$ cat src/rtl/axi_arb_pkg.sv
// Shared constants for the AXI arbiter: FSM encoding, AXI burst/response codes
// and a width helper for master-index signals.
package axi_arb_pkg;

    // Arbiter FSM state encoding
    localparam logic [2:0] ST_IDLE  = 3'd0;
    localparam logic [2:0] ST_RD_A  = 3'd1;
    localparam logic [2:0] ST_RD_D  = 3'd2;
    localparam logic [2:0] ST_WR_AW = 3'd3;
    localparam logic [2:0] ST_WR_B  = 3'd4;

    // AXI4 encodings
    localparam logic [1:0] AXI_BURST_INCR = 2'b01;
    localparam logic [1:0] AXI_RESP_OKAY  = 2'b00;
    localparam logic [1:0] AXI_RESP_EXOKAY = 2'b01;
    localparam logic [1:0] AXI_RESP_SLVERR = 2'b10;
    localparam logic [1:0] AXI_RESP_DECERR = 2'b11;
    localparam logic [7:0] AXI_LEN_SINGLE = 8'd0;

    // Width of an index into n masters; never below one bit so a single
    // master still has a legal (constant zero) index signal.
    function automatic int idx_width(input int n);
        return (n > 1) ? $clog2(n) : 1;
    endfunction

endpackage

$ cat src/rtl/axi_arb_rr_pick.sv
// Combinational round-robin selector: returns the first asserted request at or
// after ptr_i, searching cyclically, as both a one-hot vector and an index.
module axi_arb_rr_pick #(
    parameter int NUM_REQ = 2,
    parameter int IDX_W   = 1
) (
    input  logic [NUM_REQ-1:0] req_i,
    input  logic [IDX_W-1:0]   ptr_i,
    output logic [NUM_REQ-1:0] onehot_o,
    output logic [IDX_W-1:0]   idx_o,
    output logic               valid_o
);

    logic [IDX_W:0] sum_s;
    logic [IDX_W:0] cand_s;
    logic           hit_s;
    logic           found_s;

    // Walk the requesters starting at the pointer and latch the first hit
    always_comb begin
        found_s  = 1'b0;
        idx_o    = '0;
        sum_s    = '0;
        cand_s   = '0;
        hit_s    = 1'b0;
        for (int i = 0; i < NUM_REQ; i++) begin
            sum_s   = {1'b0, ptr_i} + (IDX_W+1)'(i);
            cand_s  = (sum_s >= (IDX_W+1)'(NUM_REQ)) ? (sum_s - (IDX_W+1)'(NUM_REQ)) : sum_s;
            hit_s   = ~found_s & req_i[cand_s[IDX_W-1:0]];
            idx_o   = hit_s ? cand_s[IDX_W-1:0] : idx_o;
            found_s = found_s | hit_s;
        end
        valid_o  = found_s;
        onehot_o = found_s ? (NUM_REQ'(1'b1) << idx_o) : '0;
    end

endmodule

$ cat src/rtl/axi_arb.sv
// AXI4 arbiter: merges NUM_MST simplified upstream masters onto one AXI4
// master port, one single-beat transaction at a time, round-robin granted.
module axi_arb
    import axi_arb_pkg::*;
#(
    parameter int NUM_MST = 2,
    parameter int ADDR_W  = 32,
    parameter int DATA_W  = 32,
    parameter int ID_W    = 4
) (
    input  logic                      clk_i,
    input  logic                      rst_i,
    // upstream read address / data
    input  logic [NUM_MST-1:0]        s_ar_valid_i,
    input  logic [NUM_MST*ADDR_W-1:0] s_ar_addr_i,
    input  logic [NUM_MST*3-1:0]      s_ar_size_i,
    output logic [NUM_MST-1:0]        s_ar_ready_o,
    output logic [NUM_MST-1:0]        s_r_valid_o,
    output logic [DATA_W-1:0]         s_r_data_o,
    output logic [1:0]                s_r_resp_o,
    input  logic [NUM_MST-1:0]        s_r_ready_i,
    // upstream write address / data / response
    input  logic [NUM_MST-1:0]        s_aw_valid_i,
    input  logic [NUM_MST*ADDR_W-1:0] s_aw_addr_i,
    input  logic [NUM_MST*3-1:0]      s_aw_size_i,
    output logic [NUM_MST-1:0]        s_aw_ready_o,
    input  logic [NUM_MST-1:0]        s_w_valid_i,
    input  logic [NUM_MST*DATA_W-1:0] s_w_data_i,
    input  logic [NUM_MST*(DATA_W/8)-1:0] s_w_strb_i,
    output logic [NUM_MST-1:0]        s_w_ready_o,
    output logic [NUM_MST-1:0]        s_b_valid_o,
    output logic [1:0]                s_b_resp_o,
    input  logic [NUM_MST-1:0]        s_b_ready_i,
    // downstream AXI4 master
    output logic                      m_awvalid,
    input  logic                      m_awready,
    output logic [ID_W-1:0]           m_awid,
    output logic [ADDR_W-1:0]         m_awaddr,
    output logic [7:0]                m_awlen,
    output logic [2:0]                m_awsize,
    output logic [1:0]                m_awburst,
    output logic                      m_wvalid,
    input  logic                      m_wready,
    output logic [DATA_W-1:0]         m_wdata,
    output logic [DATA_W/8-1:0]       m_wstrb,
    output logic                      m_wlast,
    input  logic                      m_bvalid,
    output logic                      m_bready,
    input  logic [ID_W-1:0]           m_bid,
    input  logic [1:0]                m_bresp,
    output logic                      m_arvalid,
    input  logic                      m_arready,
    output logic [ID_W-1:0]           m_arid,
    output logic [ADDR_W-1:0]         m_araddr,
    output logic [7:0]                m_arlen,
    output logic [2:0]                m_arsize,
    output logic [1:0]                m_arburst,
    input  logic                      m_rvalid,
    output logic                      m_rready,
    input  logic [ID_W-1:0]           m_rid,
    input  logic [DATA_W-1:0]         m_rdata,
    input  logic [1:0]                m_rresp,
    input  logic                      m_rlast
);

    localparam int IDX_W  = idx_width(NUM_MST);
    localparam int STRB_W = DATA_W / 8;

    logic [2:0]        state_q,   state_d;
    logic [IDX_W-1:0]  grant_q,   grant_d;
    logic [IDX_W-1:0]  rr_ptr_q,  rr_ptr_d;
    logic              aw_done_q, aw_done_d;
    logic              w_done_q,  w_done_d;

    logic [NUM_MST-1:0] req_s;
    logic [NUM_MST-1:0] pick_oh_s;
    logic [IDX_W-1:0]   pick_idx_s;
    logic               pick_valid_s;
    logic [NUM_MST-1:0] grant_oh_s;
    logic [IDX_W-1:0]   next_ptr_s;
    logic               ar_hs_s, r_hs_s, aw_hs_s, w_hs_s, b_hs_s;

    // Responses complete on the first beat; rlast and the returned ids carry
    // no information the arbiter needs.
    logic unused_s;
    assign unused_s = ^{m_rlast, m_rid, m_bid};

    // Per-master payload views
    logic [ADDR_W-1:0] ar_addr_a [NUM_MST];
    logic [2:0]        ar_size_a [NUM_MST];
    logic [ADDR_W-1:0] aw_addr_a [NUM_MST];
    logic [2:0]        aw_size_a [NUM_MST];
    logic [DATA_W-1:0] w_data_a  [NUM_MST];
    logic [STRB_W-1:0] w_strb_a  [NUM_MST];

    for (genvar g = 0; g < NUM_MST; g++) begin : g_unpack
        assign ar_addr_a[g] = s_ar_addr_i[g*ADDR_W +: ADDR_W];
        assign ar_size_a[g] = s_ar_size_i[g*3 +: 3];
        assign aw_addr_a[g] = s_aw_addr_i[g*ADDR_W +: ADDR_W];
        assign aw_size_a[g] = s_aw_size_i[g*3 +: 3];
        assign w_data_a[g]  = s_w_data_i[g*DATA_W +: DATA_W];
        assign w_strb_a[g]  = s_w_strb_i[g*STRB_W +: STRB_W];
    end

    assign req_s      = s_ar_valid_i | s_aw_valid_i;
    assign grant_oh_s = NUM_MST'(1'b1) << grant_q;
    assign next_ptr_s = (grant_q == IDX_W'(NUM_MST-1)) ? '0 : (grant_q + IDX_W'(1'b1));

    assign ar_hs_s = m_arvalid & m_arready;
    assign r_hs_s  = m_rvalid  & m_rready;
    assign aw_hs_s = m_awvalid & m_awready;
    assign w_hs_s  = m_wvalid  & m_wready;
    assign b_hs_s  = m_bvalid  & m_bready;

    axi_arb_rr_pick #(
        .NUM_REQ (NUM_MST),
        .IDX_W   (IDX_W)
    ) u_rr_pick (
        .req_i    (req_s),
        .ptr_i    (rr_ptr_q),
        .onehot_o (pick_oh_s),
        .idx_o    (pick_idx_s),
        .valid_o  (pick_valid_s)
    );

    // Channel muxing: connect only the granted master, everything else idles at 0
    always_comb begin
        m_arvalid    = 1'b0;
        m_araddr     = '0;
        m_arsize     = 3'd0;
        m_arid       = '0;
        m_arlen      = 8'd0;
        m_arburst    = 2'b00;
        m_rready     = 1'b0;
        m_awvalid    = 1'b0;
        m_awaddr     = '0;
        m_awsize     = 3'd0;
        m_awid       = '0;
        m_awlen      = 8'd0;
        m_awburst    = 2'b00;
        m_wvalid     = 1'b0;
        m_wdata      = '0;
        m_wstrb      = '0;
        m_wlast      = 1'b0;
        m_bready     = 1'b0;
        s_ar_ready_o = '0;
        s_r_valid_o  = '0;
        s_r_data_o   = '0;
        s_r_resp_o   = 2'b00;
        s_aw_ready_o = '0;
        s_w_ready_o  = '0;
        s_b_valid_o  = '0;
        s_b_resp_o   = 2'b00;
        case (state_q)
            ST_RD_A: begin
                m_arvalid    = 1'b1;
                m_araddr     = ar_addr_a[grant_q];
                m_arsize     = ar_size_a[grant_q];
                m_arid       = ID_W'(grant_q);
                m_arlen      = AXI_LEN_SINGLE;
                m_arburst    = AXI_BURST_INCR;
                s_ar_ready_o = grant_oh_s & {NUM_MST{m_arready}};
            end
            ST_RD_D: begin
                m_rready    = s_r_ready_i[grant_q];
                s_r_valid_o = grant_oh_s & {NUM_MST{m_rvalid}};
                s_r_data_o  = m_rvalid ? m_rdata : '0;
                s_r_resp_o  = m_rvalid ? m_rresp : 2'b00;
            end
            ST_WR_AW: begin
                m_awvalid    = ~aw_done_q;
                m_awaddr     = aw_addr_a[grant_q];
                m_awsize     = aw_size_a[grant_q];
                m_awid       = ID_W'(grant_q);
                m_awlen      = AXI_LEN_SINGLE;
                m_awburst    = AXI_BURST_INCR;
                m_wvalid     = s_w_valid_i[grant_q] & ~w_done_q;
                m_wdata      = w_data_a[grant_q];
                m_wstrb      = w_strb_a[grant_q];
                m_wlast      = 1'b1;
                s_aw_ready_o = grant_oh_s & {NUM_MST{m_awready & ~aw_done_q}};
                s_w_ready_o  = grant_oh_s & {NUM_MST{m_wready & ~w_done_q}};
            end
            ST_WR_B: begin
                m_bready    = s_b_ready_i[grant_q];
                s_b_valid_o = grant_oh_s & {NUM_MST{m_bvalid}};
                s_b_resp_o  = m_bvalid ? m_bresp : 2'b00;
            end
            default: begin
                m_arvalid = 1'b0;
            end
        endcase
    end

    // Transaction sequencing, grant selection and pointer rotation
    always_comb begin
        state_d   = state_q;
        grant_d   = grant_q;
        rr_ptr_d  = rr_ptr_q;
        aw_done_d = aw_done_q;
        w_done_d  = w_done_q;
        case (state_q)
            ST_IDLE: begin
                if (pick_valid_s) begin
                    grant_d = pick_idx_s;
                    state_d = (|(s_ar_valid_i & pick_oh_s)) ? ST_RD_A : ST_WR_AW;
                end else begin
                    state_d = ST_IDLE;
                end
            end
            ST_RD_A: begin
                if (ar_hs_s) begin
                    state_d = ST_RD_D;
                end else begin
                    state_d = ST_RD_A;
                end
            end
            ST_RD_D: begin
                if (r_hs_s) begin
                    state_d  = ST_IDLE;
                    rr_ptr_d = next_ptr_s;
                end else begin
                    state_d = ST_RD_D;
                end
            end
            ST_WR_AW: begin
                aw_done_d = aw_done_q | aw_hs_s;
                w_done_d  = w_done_q | w_hs_s;
                if (aw_done_d & w_done_d) begin
                    aw_done_d = 1'b0;
                    w_done_d  = 1'b0;
                    state_d   = ST_WR_B;
                end else begin
                    state_d = ST_WR_AW;
                end
            end
            ST_WR_B: begin
                if (b_hs_s) begin
                    state_d  = ST_IDLE;
                    rr_ptr_d = next_ptr_s;
                end else begin
                    state_d = ST_WR_B;
                end
            end
            default: begin
                state_d   = ST_IDLE;
                aw_done_d = 1'b0;
                w_done_d  = 1'b0;
            end
        endcase
    end

    // State registers; reset drops any in-flight transaction
    always_ff @(posedge clk_i or negedge rst_i) begin
        if (!rst_i) begin
            state_q   <= ST_IDLE;
            grant_q   <= '0;
            rr_ptr_q  <= '0;
            aw_done_q <= 1'b0;
            w_done_q  <= 1'b0;
        end else begin
            state_q   <= state_d;
            grant_q   <= grant_d;
            rr_ptr_q  <= rr_ptr_d;
            aw_done_q <= aw_done_d;
            w_done_q  <= w_done_d;
        end
    end

endmodule

$ cat config.mk
export PLATFORM = sky130hd
export DESIGN_NAME = axi_arb
export DESIGN_NICKNAME = d
export VERILOG_FILES = /design/src/rtl/axi_arb_pkg.sv /design/src/rtl/axi_arb_rr_pick.sv /design/src/rtl/axi_arb.sv
export SDC_FILE = /design/constraint.sdc
export NUM_CORES = 1
export LEC_CHECK = 0
export BUFFER_PORTS_ARGS = -buffer_cell sky130_fd_sc_hd__buf_2
export CAP_MARGIN = 20
export CORE_AREA = 2 2 181 183
export DETAILED_ROUTE_END_ITERATION = 12
export DIE_AREA = 0 0 183 185
export PLACE_DENSITY_LB_ADDON = 0.1
export SYNTH_ARGS = -nofsm -noshare
export SYNTH_HDL_FRONTEND = slang
export SYNTH_SLANG_ARGS = --single-unit
$ cat constraint.sdc
create_clock -name clk_i -period 1.7 [get_ports clk_i]
set_clock_uncertainty 0.05 [all_clocks]
set_input_delay 0.34 -clock clk_i [delete_from_list [all_inputs] [get_ports clk_i]]
set_output_delay 0.34 -clock clk_i [all_outputs]
set_load 0.05 [all_outputs]
== Word level (Yosys, flattened, before mapping) ==
Index checks and enable logic that the tools add are counted.

* Output and inout bits: 186
* Flip-flop bits (word level): 7
* Logic and storage cells: 128
* Bits of input ports: 274

* Reduce and logical (&&, ||, !) cells: 6
* Eq/ne operators: 6
* $lt $le $gt $ge: 6
* Shifts and indexed selects: 2
* $add $sub $neg: 4
* Bitwise gates (word level): 24
* Muxes and demuxes: 75

{| class="wikitable"
|+ Operator list
! cell !! number
|-
| 32-bit 2-to-1 mux || 14
|-
| 3-bit 2-to-1 mux || 10
|-
| 1-bit 2-to-1 mux || 29
|-
| 2-bit 2-to-1 mux || 14
|-
| 4-bit 2-to-1 mux || 4
|-
| 3-bit one-hot mux with 5 select lines || 1
|-
| 2-bit bitwise AND || 6
|-
| 1-bit bitwise AND || 10
|-
| 3-bit by 2-bit equality test with 1-bit output, second input constant || 2
|-
| 1-bit by 2-bit < comparator with 1-bit output, second input constant || 3
|-
| 1-bit one-hot mux with 2 select lines || 3
|-
| 2-bit greater-or-equal comparator, second input constant || 2
|-
| 2-bit != test, second input constant || 2
|-
| 4-bit OR reduction || 1
|-
| 1-bit by 1-bit left shift with 2-bit output, first input constant || 2
|-
| 3-bit by 1-bit equality test with 1-bit output, second input constant || 1
|-
| 3-bit equality test, second input constant || 1
|-
| 3-bit logical NOT || 1
|-
| 1-bit inverter || 3
|-
| 1-bit OR || 3
|-
| 3-bit AND reduction || 1
|-
| 1-bit by 1-bit adder with 2-bit output, second input constant || 1
|-
| 1-bit by 2-bit greater-or-equal comparator with 1-bit output, second input constant || 1
|-
| 1-bit inverter with 2-bit output || 1
|-
| 6 further kinds || 7
|}

== Longest topological paths before layout ==
Gate-level depths: netlist of run 1.

* Word-level depth: 14
* Depth in mapped cells: 6
* Mapped depth without buffers: 4

== By module ==
From an unflattened synthesis of run 1, not the netlist that was laid out.

* Cell total of the unflattened synthesis: 386
* Area, all modules: 2771.4 um^2

{| class="wikitable"
|+ By module, submodules not included
! module !! sequential area each (um^2) !! cells each !! area each (um^2) !! times used
|-
| axi_arb || 175.2 || 381 || 2738.9 || 1
|-
| axi_arb_rr_pick || 0.0 || 5 || 32.5 || 1
|}

== Least setup slack after synthesis of run 1 ==
Ideal clock, no wire load.

* Path kind: reg-to-output
* Start point: register state_q[2]
* End point: output s_aw_ready_o[0]
* Buffers on the path: 1
* Path slack: -0.659 ns
* Stages on the path, launching flop included: 5
* Data required time: 1.310 ns
* Arrival: 1.969 ns
* Path through: dfrtp_1 buf_4 nand3b_4 nor2_1 and3_1

* Word-level cells in the longest chain between the ends: 2

{| class="wikitable"
|+ RTL lines
! element !! RTL line !! source
|-
| start, declared || axi_arb.sv:69 || <nowiki>logic [2:0] state_q, state_d;</nowiki>
|-
| start signal, assigned || axi_arb.sv:262 || <nowiki>state_q <= state_d;</nowiki>
|-
| 3-bit by 2-bit equality test with 1-bit output || axi_arb.sv:154 || <nowiki>case (state_q)</nowiki>
|-
| 2-bit 2-to-1 mux || axi_arb.sv:154 ||
|-
| end, declared || axi_arb.sv:26 || <nowiki>output logic [NUM_MST-1:0] s_aw_ready_o,</nowiki>
|}

Every way passes these cells.

== Worst setup path after layout of run 1 ==
* Start point: register grant_q
* End point: output m_awaddr[2]

* Word-level cells in the longest chain between the ends: 5

{| class="wikitable"
|+ RTL lines
! element !! RTL line !! source
|-
| start, declared || axi_arb.sv:70 || <nowiki>logic [IDX_W-1:0] grant_q, grant_d;</nowiki>
|-
| start signal, assigned || axi_arb.sv:263 || <nowiki>grant_q <= grant_d;</nowiki>
|-
| 1-bit inverter with 2-bit output (implied by the code) || axi_arb.sv:172 || <nowiki>m_awaddr = aw_addr_a[grant_q];</nowiki>
|-
| 32-bit 2-to-1 mux (implied by the code) (3 in a row) || axi_arb.sv:172 ||
|-
| 32-bit 2-to-1 mux || axi_arb.sv:154 ||
|-
| end, declared || axi_arb.sv:38 || <nowiki>output logic [ADDR_W-1:0] m_awaddr,</nowiki>
|}

Every way passes these cells. The select of a mux whose other input is x is not followed.

==> results of run 1 <==
[critical path, cell delays in order, from the launching register on]
cell and delay, ps:
dfrtp_4 460, buf_12 190, buf_4 200, mux2i_2 270, nor2_4 50, clkbuf_4 210
[power by group]
part	internal (mW)	leakage [nW]	switching, mW
Combinational	7.76	3.95	9.15
Clock	0.312	0.0382	0.0880
Sequential	0.250	0.0833	0.138
[through the flow]
| step | std cells | setup WS [ps] | hold slack [ps] | area [µm²] |
|---|---|---|---|---|
| after global placement | 1246 | -187 | 141 | 6790 |
| after detailed placement | 1246 | -211 | 142 | 6790 |
| after floorplan | 405 | -165 | -5.59 | 3700 |
| after CTS | 1270 | -336 | 370 | 8800 |
| after global routing | 1275 | -376 | 385 | 9470 |
| final | 1275 | -328 | 370 | 9470 |
[cells in the mapped netlist, drive strengths merged (2+ instances only)]
cell	number
nor2	119
o221ai	2
dfrtp	7
mux2i	109
inv	7
o21ai	5
nand2	2
buf	57
nor3b	2
and3	41
o21a	2
nand4bb	2
a211oi	2
and2	2
o211ai	2
clkbuf	3
[registers in the layout (all words and copies together) (netlist names)]
name,flops
aw_done_q,1
state_q,3
grant_q,1
rr_ptr_q,1
w_done_q,1
[final cells by class]
type | count | area share [%]
well taps | 408 | 5.39
inverters | 7 | 0.396
multi-input cells | 331 | 42.9
flip-flops and latches | 7 | 1.93
repair buffers | 518 | 48.6
clock buffers | 4 | 0.832
[path summary, 6_finish.rpt]
check / from / endpoint / cells after the start
hold reg to reg: rr_ptr_q / rr_ptr_q / 1
min in group asynchronous: rst_i / grant_q / 2
setup reg to reg: grant_q / state_q[2] / 6
setup / recovery: grant_q / m_awaddr[2] / 5
max in group asynchronous: rst_i / state_q[2] / 2
hold / removal: m_arready / state_q[0] / 2
[routing by layer]
| metal | track usage, % | vias to the layer above | share of wire, % |
|---|---|---|---|
| met5 | 0 | - | 0 |
| met4 | 0.992 | 0 | 0.57 |
| met3 | 2.20 | 8 | 8.1 |
| met2 | 20.4 | 253 | 57 |
| met1 | 10.8 | 2165 | 35 |
| li1 | - | 2255 | - |
[repair_timing]
| item | CTS | global route |
|---|---|---|
| endpoints found under the setup margin | 165 | 167 |
| gates cloned | 5 | 2 |
| gates resized for setup | 457 | 131 |
| hold endpoints to repair | 7 | 0 |
| setup buffers | 14 | 8 |
| hold buffers | 1 | 0 |
| pin swaps | 20 | 31 |
[logic make-up (layout without fill, tap and decap cells)]
| logic type | Yosys count | in the layout | synth area share, % |
|---|---|---|---|
| other | 1 | 24 | 0.135 |
| multiplexers | 110 | 110 | 39.6 |
| flip-flops | 7 | 7 | 6.29 |
| adder cells (fa/ha/maj) | 1 | 1 | 0.404 |
| AO/OA/AOI/OAI | 18 | 18 | 4.85 |
| AND/OR/NAND/NOR | 178 | 178 | 31.2 |
| buffers and inverters | 67 | 529 | 17.6 |
==> results by group, run 1 <==
Outcome
  • Outcome: finished with violations
  • Failing checks: negative setup slack

Synthesis
  • Synthesized area per cell: 7.29 µm²
  • #FFs+latches synth: 7
  • YS warnings: 0
  • Area leader, netlist: mux2i_1
  • Sequential share of the synthesized area: 6.29%
  • Ys flop type: dfrtp_1
  • Post-Synthesis Cells: 382
  • Synth top area share: 39.2%
  • Synth cell types: 38
  • Area contributors post-synth: mux2i_1, nor2_1, buf_4, and3_1, dfrtp_1
  • Number of flops mapped to enable cells by yosys: 0
  • Post-Syn Area: 2790 µm²
  • Post-synth ARST share: 100%

Timing
  • Final period util: 119%
  • Worst setup margin: -328 ps
  • Hold Vio Cnt, Final: 0
  • Pins Over Slew Limit: 0
  • Final setup violation count: 164
  • Post-route setup TNS: -37230 ps
  • Top achievable clock speed: 0.493 GHz
  • Tmin final: 2030 ps
  • RSZ-0062 raised after global routing: yes

Detailed routing
  • DR vias: 4681
  • Wire per inst: 14.9 µm
  • Post-route ant nets: 0
  • DRT Wirelength: 19.0 mm
  • DR vias/cell: 3.67
  • Drt first pass iters: 4
  • DRC viols: 0
  • 1st-iter DRT viols: 54

Critical path
  • Worst setup EP type: output pin
  • Worst Path Max Fanout: 17
  • Flop2flop setup slack: -60 ps
  • WP data required: 1310 ps
  • Startpoint types: register
  • WS Path Type: reg2out
  • Critical Path AT: 1640 ps

GRT
  • Vias in the first global route: 4815
  • Pin count of the biggest net entering global routing: 19
  • Initial antenna violation count: 0
  • Grt ovf: 0
  • First-pass GRT wire length: 26.7 mm
  • Total global-route track usage: 10.0%

Clock network
  • H-Tree Depth: 1
  • CTS tree: built
  • CTS Buf Count: 3
  • Insertion delay to the later sink of the worst-skew pair: 230 ps
  • Clock root cell: clkbuf_16
  • Clk buf depth: 2
  • Clock sink total: 7
  • Worst-path clk slew: 40 ps

Cells and area
  • Final Core Density: 29.6%
  • FF+latch area: 183 µm²
  • Fin nets: 1142
  • Multi-input logic area: 4060 µm²
  • Share of layout cells above drive strength 1: 90.9%
  • Antenna cells: 0
  • Commonest cells after routing, fill and taps aside: buf_2, nor2_4, buf_6
  • P&R area growth vs syn: 240%
  • Commonest non-fill, non-tap cell in the layout: buf_2
  • Fill cell count: 3381

Floorplan
  • Die area: 33900 µm²
  • Die X: 183 µm
  • Starting Density: 8.70%
  • Area of the core: 32000 µm²
  • Top Ports: 460
  • Num rows: 66
  • Chip height: 185 µm

Pwr
  • PwrDens: 1870 nW/µm²
  • Max VDD drop: 895 µV
  • Lkg Pwr: 4.08 nW
  • Total design power: 17.7 mW

Placement
  • Final HPWL DP: 15.3 mm
  • PortBufs: 426
  • Final GP Congestion: 0.723

Flow run
  • MaxCap Viol Count: 0

Min path
  • Hold Crit Class: in2reg
No activity file was read; power rests on OpenSTA's default activity.
==> inputs of run 2 (changes only) <==
- CAP_MARGIN: 20 -> unset
- GPL_TIMING_DRIVEN: unset -> 0
- MAX_ROUTING_LAYER: unset -> met4
==> results by group, run 2 (synthesized netlist as in run 1, its figures left out) <==
Outcome
  • Outcome: finished with violations (unchanged)
  • Failing checks: negative setup slack (unchanged)

GRT
  • Grt ovf: 0 (unchanged)
  • Vias in the first global route: 4624 (was 4815)
  • Initial antenna violation count: 0 (unchanged)
  • Pin count of the biggest net entering global routing: 11 (was 19)
  • First-pass GRT wire length: 26.9 mm (was 26.7 mm)
  • Total global-route track usage: 10.7% (was 10.0%)

Timing
  • Tmin final: 2040 ps (was 2030 ps)
  • Pins Over Slew Limit: 0 (unchanged)
  • RSZ-0062 raised after global routing: yes (unchanged)
  • Post-route setup TNS: -44340 ps (was -37230 ps)
  • Top achievable clock speed: 0.491 GHz (was 0.493 GHz)
  • Hold Vio Cnt, Final: 0 (unchanged)
  • Hold slack final: 404 ps (was 370 ps)
  • Final period util: 120% (was 119%)
  • Worst setup margin: -337 ps (was -328 ps)
  • Final setup violation count: 161 (was 164)

Cells and area
  • Max FFs per register: 3 (unchanged)
  • P&R area growth vs syn: 251% (was 240%)
  • Commonest non-fill, non-tap cell in the layout: buf_2 (unchanged)
  • Fin nets: 1160 (was 1142)
  • Register name with the most flops: state_q (unchanged)
  • Final Core Density: 30.5% (was 29.6%)
  • Share of layout cells above drive strength 1: 89.9% (was 90.9%)
  • Commonest cells after routing, fill and taps aside: buf_2, buf_6, nor2_4 (was buf_2, nor2_4, buf_6)

Clock network
  • CTS tree: built (unchanged)
  • Clock sink total: 7 (unchanged)
  • Insertion delay to the later sink of the worst-skew pair: 230 ps (about the same)
  • CTS Buf Count: 3 (unchanged)
  • Clock root cell: clkbuf_16 (unchanged)
  • H-Tree Depth: 1 (unchanged)
  • Clk buf depth: 2 (unchanged)
  • Worst-path clk slew: 40 ps (about the same)

Floorplan
  • Die X: 183 µm (unchanged)
  • Top Ports: 460 (unchanged)
  • Starting Density: 8.70% (unchanged)
  • Die area: 33900 µm² (unchanged)
  • Chip height: 185 µm (unchanged)
  • Num rows: 66 (unchanged)
  • Area of the core: 32000 µm² (unchanged)

Min path
  • Hold Path Depth: 2 (unchanged)
  • Hold Crit Class: in2reg (unchanged)

Placement
  • Final GP Congestion: 0.718 (was 0.723)
  • Final HPWL DP: 15.9 mm (was 15.3 mm)
  • PortBufs: 426 (unchanged)
  • Pre-CTS setup slack: -526 ps (was -211 ps)

Critical path
  • WP data required: 1310 ps (about the same)
  • CP Cell Sequence: buf_6 > nand3b_4 > clkbuf_16 > clkbuf_16 > nor2_4 > buf_6 (was buf_12 > buf_4 > mux2i_2 > nor2_4 > clkbuf_4)
  • Critical Path AT: 1650 ps (was 1640 ps)
  • Critical Path Max Stage Delay: 390 ps (was 460 ps)
  • Startpoint types: register (unchanged)
  • Worst Path Max Fanout: 7 (was 17)
  • FF-to-FF path depth: 6 (unchanged)
  • CP top delay family: buffers and inverters (unchanged)
  • CP Depth: 6 (was 5)
  • Buffers & Inverters on Critical Path: 4 (was 3)
  • WS Path Type: reg2out (unchanged)
  • Worst setup EP type: output pin (unchanged)
  • Slowest CP cell: dfrtp_1 (was dfrtp_4)

Detailed routing
  • DR vias: 4733 (was 4681)
  • Post-route ant nets: 0 (unchanged)
  • DR vias/cell: 3.65 (was 3.67)
  • DRC viols: 0 (unchanged)
  • DRT Wirelength: 21.4 mm (was 19.0 mm)
  • Drt first pass iters: 4 (unchanged)
  • 1st-iter DRT viols: 60 (was 54)
  • Wire per inst: 16.5 µm (was 14.9 µm)

Pwr
  • Max VDD drop: 914 µV (was 895 µV)
  • PwrDens: 1870 nW/µm² (about the same)
  • Lkg Pwr: 4.26 nW (was 4.08 nW)

Flow run
  • MaxCap Viol Count: 0 (unchanged)
==> run 2: metal layers <==
layer  GRT usage [%]  part of all wire [%]
met1            11.6                    36
met2            21.4                    58
met3            1.47                   5.9
met4            1.09                  0.25
met5               -                     0
==> run 2: worst paths after layout <==
check / start / to / slack [ps]
worst min register to register: rr_ptr_q / rr_ptr_q / 480
worst max register to register: state_q[2] / state_q[2] / 70
worst max-delay path: state_q[2] / m_awaddr[28] / -340
min in group asynchronous: rst_i / rr_ptr_q / 440
worst min-delay path: m_arready / state_q[0] / 400
max in group asynchronous: rst_i / w_done_q / 980
==> run 2: repair_timing <==
action / in CTS / in global routing
gates resized for setup: 402 / 309
endpoints found under the hold margin: 7 / 0
buffers inserted: 11 / 21
pin swaps: 37 / 27
hold buffers: 1 / 0
setup endpoints to repair: 164 / 168
gates cloned: 6 / 11
==> run 2: final cells by class <==
type | count | area [µm²]
tap | 408 | 510
fill | 3293 | 22300
timing repair buffer | 476 | 4130
inverter | 7 | 38.8
buffer | 60 | 821
sequential | 7 | 175
clock buffer | 4 | 78.8
multi-input combinational | 331 | 4020
antenna | 2 | 5.00
==> run 2: metrics by stage <==
| stage | std cells | power, mW | cell area [µm²] |
|---|---|---|---|
| 6_report | 1295 | 18.3 | 9780 |
| 5_1_grt | 1293 | 19.1 | 9770 |
| 4_1_cts | 1261 | 14.7 | 7940 |
| 3_5_place_dp | 1239 | 11.4 | 6340 |
| 3_3_place_gp | 1239 | 11.5 | 6340 |
| 2_1_floorplan | 405 | 8.98 | 3700 |
==> run 2: worst register-to-register path, stage by stage (launching register included) <==
cell and delay (ps):
dfrtp_1 390, buf_6 150, nand3b_4 230, clkbuf_16 220, buf_12 130, buf_4 120
o32ai_2 240
==> run 2: report_power, final <==
group | total (mW) | internal (mW) | switching [mW]
registers | 0.298 | 0.236 | 0.0619
logic | 17.6 | 8.10 | 9.50
clock network | 0.407 | 0.313 | 0.0941
==> inputs of run 3 (changes only) <==
==> constraint.sdc (replaced) <==
create_clock -name clk_i -period 1.7 [get_ports clk_i]
set_clock_uncertainty 0.05 [all_clocks]
set_input_delay 0.085 -clock clk_i [delete_from_list [all_inputs] [get_ports clk_i]]
set_output_delay 0.085 -clock clk_i [all_outputs]
set_load 0.05 [all_outputs]
==> results by group, run 3 (synthesized netlist as in run 1, its figures left out) <==
Pwr
  • Internal power component: 6.66 mW (was 8.65 mW)
  • Sw Ratio: 55.8% (was 52.8%)
  • Total design power: 15.1 mW (was 18.3 mW)
  • Lkg Pwr: 3.99 nW (was 4.26 nW)
  • Comb pwr share: 95.4% (was 96.2%)
  • Sw power: 8.43 mW (was 9.66 mW)
  • Sequential share of power: 2.0% (was 1.6%)
  • Clock power frac: 2.6% (was 2.2%)
  • PwrDens: 1830 nW/µm² (was 1870 nW/µm²)
  • Max VDD drop: 706 µV (was 914 µV)

GRT
  • First-pass GRT wire length: 25.3 mm (was 26.9 mm)
  • Pin count of the biggest net entering global routing: 11 (unchanged)
  • Initial antenna violation count: 1 (was 0)
  • Grt ovf: 0 (unchanged)
  • Total global-route track usage: 10.0% (was 10.7%)
  • Vias in the first global route: 4482 (was 4624)

Outcome
  • Failing checks: negative setup slack (unchanged)
  • Outcome: finished with violations (unchanged)

Critical path
  • WP data required: 1560 ps (was 1310 ps)
  • Reg-to-Reg Start: grant_q (was state_q[2])
  • Worst Path Max Fanout: 10 (was 7)
  • CP top delay family: buffers and inverters (unchanged)
  • Critical Path Max Stage Delay: 400 ps (was 390 ps)
  • Startpoint types: register (unchanged)
  • Flop2flop setup slack: 100 ps (was 70 ps)
  • Buffers & Inverters on Critical Path: 4 (unchanged)
  • Slowest CP cell: dfrtp_1 (unchanged)
  • Worst setup path start: state_q[2] (unchanged)
  • WS Path Type: reg2out (unchanged)
  • Worst setup EP type: output pin (unchanged)
  • Critical Path AT: 1670 ps (was 1650 ps)
  • CP Cell Sequence: buf_6 > nand3b_4 > buf_12 > buf_12 > nor2_2 > buf_6 (was buf_6 > nand3b_4 > clkbuf_16 > clkbuf_16 > nor2_4 > buf_6)

Timing
  • RSZ-0062 raised after global routing: yes (unchanged)
  • Top achievable clock speed: 0.555 GHz (was 0.491 GHz)
  • Pins Over Slew Limit: 0 (unchanged)
  • Tmin final: 1800 ps (was 2040 ps)
  • Hold Vio Cnt, Final: 0 (unchanged)
  • Final period util: 106% (was 120%)
  • Worst setup margin: -101 ps (was -337 ps)
  • Final setup violation count: 111 (was 161)

Placement
  • Final GP Congestion: 0.760 (was 0.718)
  • PortBufs: 426 (unchanged)
  • Final HPWL DP: 15.5 mm (was 15.9 mm)
  • Post-place instance area: 5600 µm² (was 6340 µm²)

Floorplan
  • Die X: 183 µm (unchanged)
  • Area of the core: 32000 µm² (unchanged)
  • Chip height: 185 µm (unchanged)
  • Top Ports: 460 (unchanged)
  • Num rows: 66 (unchanged)
  • Starting Density: 8.70% (unchanged)
  • Die area: 33900 µm² (unchanged)

Clock network
  • H-Tree Depth: 1 (unchanged)
  • Clk buf depth: 2 (unchanged)
  • Insertion delay to the later sink of the worst-skew pair: 230 ps (about the same)
  • CTS Buf Count: 3 (unchanged)
  • CTS tree: built (unchanged)
  • Clock root cell: clkbuf_16 (unchanged)
  • Clock sink total: 7 (unchanged)
  • Worst-path clk slew: 40 ps (about the same)

Detailed routing
  • Wire per inst: 15.2 µm (was 16.5 µm)
  • Drt first pass iters: 4 (unchanged)
  • Post-route ant nets: 0 (unchanged)
  • DRT Wirelength: 19.2 mm (was 21.4 mm)
  • 1st-iter DRT viols: 53 (was 60)
  • DR vias: 4540 (was 4733)
  • DR vias/cell: 3.58 (was 3.65)
  • DRC viols: 0 (unchanged)

Cells and area
  • Commonest cells after routing, fill and taps aside: buf_2, mux2i_1, buf_6 (was buf_2, buf_6, nor2_4)
  • Register name with the most flops: state_q (unchanged)
  • Fill cell count: 3463 (was 3293)
  • Fin area: 8260 µm² (was 9780 µm²)
  • Max FFs per register: 3 (unchanged)
  • Share of layout cells above drive strength 1: 79.9% (was 89.9%)
  • Fin nets: 1134 (was 1160)
  • Commonest non-fill, non-tap cell in the layout: buf_2 (unchanged)
  • Final Core Density: 25.8% (was 30.5%)
  • P&R area growth vs syn: 196% (was 251%)

Flow run
  • MaxCap Viol Count: 0 (unchanged)

Min path
  • Hold Crit Class: in2reg (unchanged)
  • Hold path start: m_arready (unchanged)
## run 3: cell count changes in the layout (fill, tap and decap cells not counted), sizes merged
cell	delta
buf	-27
clkbuf	+1
clkinvlp	-1
diode	-1
inv	+1
## run 3: path summary, 6_finish.rpt
check	to	cells past startpoint
worst max-delay path	m_awaddr[7]	6
worst min-delay path	state_q[0]	2
worst max register to register	rr_ptr_q	5
worst min register to register	rr_ptr_q	1
max in group asynchronous	rr_ptr_q	2
min in group asynchronous	state_q[0]	2
## run 3: power groups by stage
stage	Sequential, mW	Combinational (mW)	Clock, mW
after CTS	0.293	12.7	0.406
after global placement	0.296	9.95	0
final	0.295	14.4	0.395
after detailed placement	0.294	9.84	0
after global routing	0.305	15.1	0.424
after floorplan	0.277	7.47	0
## run 3: worst register-to-register path, stage by stage, from the launching register on
cell,delay [ps]
dfrtp_1,370
buf_8,150
buf_12,130
mux2i_1,300
o22ai_1,160
mux2_1,330
## run 3: per-layer routing
metal,global-route usage [%],wire length (µm)
met1,10.4,6800
met2,20.4,11000
met3,1.61,1370
met4,0.480,36
met5,-,0
## run 3: per-stage QoR
stage          setup slack, ps  TNS (ps)  hold WS, ps  cells
2_1_floorplan             -132     -9120         -261    405
3_3_place_gp              -176     -7470        -96.6   1239
3_5_place_dp              -146     -5270         -103   1239
4_1_cts                   -106     -7760          113   1256
5_1_grt                   -186    -16990          126   1268
6_report                  -101     -5960          125   1268
## run 3: cell type report
type / count / area, µm² / share of cell area (%)
Antenna cell: 1 / 2.50 / 0.0303
Buffer: 60 / 681 / 8.24
Clock buffer: 4 / 78.8 / 0.954
Inverter: 7 / 30.0 / 0.364
Multi-Input combinational cell: 331 / 3140 / 38.0
Sequential cell: 7 / 175 / 2.12
Tap cell: 408 / 510 / 6.18
Timing Repair Buffer: 450 / 3640 / 44.1
## run 3: timing repair
action | CTS | global route
hold endpoints to repair | 7 | 0
pin swaps | 6 | 44
cloned | 1 | 5
setup endpoints to repair | 153 | 157
resized for setup | 436 | 195
setup buffers | 11 | 6
hold buffers | 1 | 0
